**config.mk**
```make
export PLATFORM = sky130hd
export DESIGN_NAME = irq_pend_ctrl
export DESIGN_NICKNAME = d
export VERILOG_FILES = /design/src/rtl/irq_pend_ctrl.sv
export SDC_FILE = /design/constraint.sdc
export NUM_CORES = 1
export LEC_CHECK = 0
export CORE_MARGIN = 5
export CORE_UTILIZATION = 43
export DETAILED_ROUTE_END_ITERATION = 8
export PLACE_DENSITY = 0.88
export SETUP_SLACK_MARGIN = 0.5
export SYNTH_ARGS = -nofsm -noshare
export SYNTH_HDL_FRONTEND = slang
export SYNTH_SLANG_ARGS = --single-unit
```
**constraint.sdc**
```tcl
create_clock -name clk -period 3.34 [get_ports clk]
set_input_delay 0.835 -clock clk [delete_from_list [all_inputs] [get_ports clk]]
set_output_delay 0.835 -clock clk [all_outputs]
set_load 0.005 [all_outputs]
```
**src/rtl/irq_pend_ctrl.sv**
```systemverilog
// Interrupt pending register with rising-edge capture and a lowest-index claim offer.
// Optional macro IRQ_PEND_SYNC_EN adds a 2-flop input synchroniser ahead of edge detection.
//   state | meaning
//   IDLE  | no claim offered; loads the lowest masked pending index when one exists
//   OFFER | io_claim_id offered with io_claim_valid=1, held until io_claim_ready
module irq_pend_ctrl #(
    parameter int NIRQ = 8,
    parameter int IDW  = 3
) (
    input  logic            clk,
    input  logic            reset,
    input  logic [NIRQ-1:0] io_status_im,
    input  logic [NIRQ-1:0] io_irq_in,
    input  logic            io_clear_en,
    input  logic [NIRQ-1:0] io_clear_mask,
    output logic            io_claim_valid,
    input  logic            io_claim_ready,
    output logic [IDW-1:0]  io_claim_id,
    output logic [NIRQ-1:0] io_pending
);

    typedef enum logic {IDLE, OFFER} state_t;

    state_t          state_q, state_d;
    logic [NIRQ-1:0] irq_s;
    logic [NIRQ-1:0] irq_prev_q;
    logic [NIRQ-1:0] pending_q, pending_d;
    logic [NIRQ-1:0] masked, rise, clr, claim_oh;
    logic [IDW-1:0]  claim_id_q, cand;
    logic            cand_valid, load_id, handshake;

`ifdef IRQ_PEND_SYNC_EN
    logic [NIRQ-1:0] sync1_q, sync2_q;

    always_ff @(posedge clk or negedge reset) begin
        if (!reset) begin
            sync1_q <= '0;
            sync2_q <= '0;
        end else begin
            sync1_q <= io_irq_in;
            sync2_q <= sync1_q;
        end
    end

    assign irq_s = sync2_q;
`else
    assign irq_s = io_irq_in;
`endif

    assign rise   = irq_s & ~irq_prev_q;
    assign masked = pending_q & io_status_im;

    always_comb begin
        cand       = '0;
        cand_valid = 1'b0;
        for (int i = NIRQ - 1; i >= 0; i--) begin
            if (masked[i]) begin
                cand       = IDW'(i);
                cand_valid = 1'b1;
            end
        end
    end

    always_comb begin
        claim_oh = '0;
        for (int i = 0; i < NIRQ; i++) begin
            claim_oh[i] = (claim_id_q == IDW'(i));
        end
    end

    always_comb begin
        state_d   = state_q;
        load_id   = 1'b0;
        handshake = 1'b0;
        case (state_q)
            IDLE: begin
                if (cand_valid) begin
                    load_id = 1'b1;
                    state_d = OFFER;
                end
            end
            OFFER: begin
                if (io_claim_ready) begin
                    handshake = 1'b1;
                    state_d   = IDLE;
                end
            end
            default: state_d = IDLE;
        endcase
    end

    // A new edge in the same cycle as a clear wins, so the OR comes last.
    always_comb begin
        clr       = ({NIRQ{io_clear_en}} & io_clear_mask) | ({NIRQ{handshake}} & claim_oh);
        pending_d = (pending_q & ~clr) | rise;
    end

    always_ff @(posedge clk or negedge reset) begin
        if (!reset) begin
            state_q    <= IDLE;
            irq_prev_q <= '0;
            pending_q  <= '0;
            claim_id_q <= '0;
        end else begin
            state_q    <= state_d;
            irq_prev_q <= irq_s;
            pending_q  <= pending_d;
            if (load_id) begin
                claim_id_q <= cand;
            end
        end
    end

    assign io_claim_valid = (state_q == OFFER);
    assign io_claim_id    = claim_id_q;
    assign io_pending     = pending_q;

endmodule

```
==> results_tabular.tex <==
\begin{tabular}{lr}
\hline
Metric & Value \\
\hline
\multicolumn{2}{l}{\textbf{Critical path}} \\
Critical path, cell by cell & clkdlybuf4s50\_1 \\
Worst path max stage delay & 570 ps \\
Worst setup SP type & register \\
Crit-path max FO & 11 \\
Path length in cells of the critical path & 1 \\
Kind of cell adding the most delay to the critical path & buffers and inverters \\
Buffers plus inverters on the worst setup path & 1 \\
Cell at the slowest stage of the critical path & sky130\_fd\_sc\_hd\_\_clkdlybuf4s50\_1 \\
Type of destination of the critical path & output port \\
Data required time at the worst endpoint & between 2000 and 3000 ps \\
Path depth of the worst reg2reg path & 3 \\
Data arrival, critical path & around 1400 ps \\
Kind of critical path & reg -> out \\
\multicolumn{2}{l}{\textbf{Floorplanning}} \\
Die span in x & roughly 55 microns \\
Core Region & 1940 sq um \\
Initial standard-cell utilization of the core & between 40\% and 50\% \\
Standard-cell rows & 16 \\
Vert. Die Dim & around 55 microns \\
DIE AREA & $\sim$3000 sq um \\
Top-Level Pins & 40 \\
\multicolumn{2}{l}{\textbf{Clocking}} \\
Library cell used as clock root buffer & sky130\_fd\_sc\_hd\_\_clkbuf\_4 \\
Quantity of gates resized following cts & 0 \\
Clock buffers created by TritonCTS & 3 \\
Post-CTS setup buffer count & 0 \\
Clock tree sinks & 20 \\
CTS tree & built \\
CTS Hold Bufs & 0 \\
CTS H-tree lvls & 1 \\
Clk buf depth & 2 \\
Clk\_lat worst skew & 310 ps \\
Clock slew seen by the registers of the worst setup and hold paths & approximately 120 ps \\
\multicolumn{2}{l}{\textbf{Synthesis}} \\
Cells after synthesis & 84 \\
Post-synthesis area per instance & a little over 10 sq um \\
Number of synthesized flops with an enable pin & 0 \\
Synthesis warning total & 0 \\
Post-synthesis sequential element count & 20 \\
Cell area after synthesis & 867 sq um \\
Sequential element share of the synthesized area & roughly 58\% \\
Synthesized netlist net count & 112 \\
Fraction of registers with async set/reset & 100\% \\
Most used flip-flop cell after synthesis & sky130\_fd\_sc\_hd\_\_dfrtp\_1 \\
Synth unique cells & 24 \\
\multicolumn{2}{l}{\textbf{Global routing}} \\
Largest net degree at the start of global routing & 21 \\
Sum of overflow across all layers after global routing & 0 \\
First-pass GRT wire length & slightly below 4 mm \\
Via count of the first global-routing pass & between 800 and 900 \\
Overall routing resource usage & about a fifth \\
Number of antenna violations at the first check in global routing & 0 \\
\multicolumn{2}{l}{\textbf{Worst hold path}} \\
Hold-critical path depth & 1 \\
Classification of the worst-slack hold path & reg -> reg \\
\multicolumn{2}{l}{\textbf{Route}} \\
Drt wl/cell & 15.9 microns \\
Number of vias after detailed routing & approximately 810 \\
Via-per-instance ratio & 5.36 \\
Routed wire length & 2.42 mm \\
First-pass iteration count of the detailed router & 4 \\
Remaining number of nets flagged by the antenna check after routing & 0 \\
1st-iter DRT viols & 18 \\
Count of unresolved DRC violations after routing & 0 \\
\multicolumn{2}{l}{\textbf{STA}} \\
Max-slew headroom & 42.1\% \\
Unrepaired setup endpoints after global routing & no \\
Fin. max-slew vios & 0 \\
Part of the cycle the worst path needs & approximately two thirds \\
Max Clock Freq & $\sim$440 MHz \\
Post-Route Hold Slack & between 400 and 500 ps \\
Final hold violation count & 0 \\
Worst clock skew & about 8.4 ps \\
Summed negative setup slack over all endpoints & 0 ps \\
Final Critical Period & $\sim$2300 ps \\
Slew @ Worst Pin & $\sim$870 ps \\
Number of setup violations in the final report & 0 \\
\multicolumn{2}{l}{\textbf{Layout}} \\
Fin cells & approximately 150 \\
Total number of nets in the final design & between 150 and 200 \\
Post-layout util & between 60\% and 70\% \\
Commonest cells after routing, fill and taps aside & sky130\_fd\_sc\_hd\_\_clkdlybuf4s50\_1, sky130\_fd\_sc\_hd\_\_dfrtp\_1, sky130\_fd\_sc\_hd\_\_nand2\_1 \\
Fraction of final layout cells with drive strength greater than 1 & between 5 and 6\% \\
Number of antenna diodes & 0 \\
Relative area change from synthesis to final layout & 54.0\% \\
Most common library cell in the layout ignoring fill and taps & sky130\_fd\_sc\_hd\_\_clkdlybuf4s50\_1 \\
\multicolumn{2}{l}{\textbf{Run}} \\
Max\_cap viols & 0 \\
\multicolumn{2}{l}{\textbf{Power and ir drop}} \\
Overall power after layout & slightly above 0.7 mW \\
Power density over the cells & between 500 and 600 nW/um\^{}2 \\
VDD IR max & roughly 300 uV \\
Lkg Pwr & roughly 0.57 nW \\
\multicolumn{2}{l}{\textbf{Status}} \\
Run status & completed \\
\multicolumn{2}{l}{\textbf{Place}} \\
Placed cell count & between 100 and 150 \\
Count of buffers inserted at the top-level ports & 39 \\
Sum of net half-perimeters after detailed placement & between 1.5 and 2 mm \\
Placer's final routability congestion estimate & roughly 0.86 \\
\hline
\end{tabular}
cells in the mapped netlist (all sizes together), types with 2 or more instances:
cell type | number | area, sq um
nand2 | 15 | 56.3
a22oi | 2 | 15.0
inv | 8 | 30.0
o211ai | 7 | 52.6
o21ai | 8 | 40.0
nand3 | 3 | 15.0
o311ai | 2 | 17.5
a21oi | 2 | 10.0
nand2b | 2 | 12.5
o22a | 2 | 17.5
dfrtp | 20 | 500
buf | 2 | 8.75
worst paths after layout:
path | startpoint | end | slack (ps)
max | io_claim_valid$_DFF_PN0_ | io_claim_valid | 1090
min | irq_prev_q[1]$_DFF_PN0_ | io_pending[1]$_DFF_PN0_ | 440
max reg2reg | io_claim_valid$_DFF_PN0_ | io_pending[2]$_DFF_PN0_ | 1950
min reg2reg | irq_prev_q[1]$_DFF_PN0_ | io_pending[1]$_DFF_PN0_ | 440
max in group asynchronous | reset | io_claim_id[0]$_DFFE_PN0P_ | 1800
min in group asynchronous | reset | io_pending[6]$_DFF_PN0_ | 1000
power breakdown:
group / switching, mW / total, mW / internal [mW]
logic: 0.0738 / 0.195 / 0.121
clock network: 0.0760 / 0.197 / 0.121
registers: 0.0460 / 0.323 / 0.277
sequential cells by signal (all words and copies together), names as in the netlist:
name	cells
io_claim_valid	1
irq_prev_q	8
io_claim_id	3
io_pending	8
cell type report:
class	count	area, sq um
clock buffers	3	22.5
fillers	150	607
clock inverters	1	30.0
repair buffers	39	390
multi-input cells	54	328
flip-flops and latches	20	500
inverters	8	30.0
well taps	27	33.8
through the flow:
| stage | worst slack [ps] | cell area (sq um) |
|---|---|---|
| 4_1_cts | 1090 | 1340 |
| 5_1_grt | 1010 | 1340 |
| 6_report | 1090 | 1340 |
| 3_5_place_dp | 1100 | 1280 |
| 3_3_place_gp | 1150 | 1280 |
| 2_1_floorplan | 1630 | 867 |
kinds of logic (layout without fill, tap and decap cells):
logic type             Yosys count  in the layout  share of synthesized area, %
DFF                             20             20                          57.7
AOI/OAI and AO/OA               29             29                          23.4
and+or+nand+nor                 25             25                          14.4
buffers and inverters           10             51                          4.47
per-layer routing:
| layer | track usage, % | up-vias | routed length, microns |
|---|---|---|---|
| met2 | 34.3 | 37 | 1310 |
| met4 | 8.10 | 0 | 57 |
| met5 | 0 | - | 0 |
| met3 | 5.90 | 8 | 160 |
| li1 | - | 386 | - |
| met1 | 19.9 | 383 | 896 |
Power figures use the tool's default switching activity.
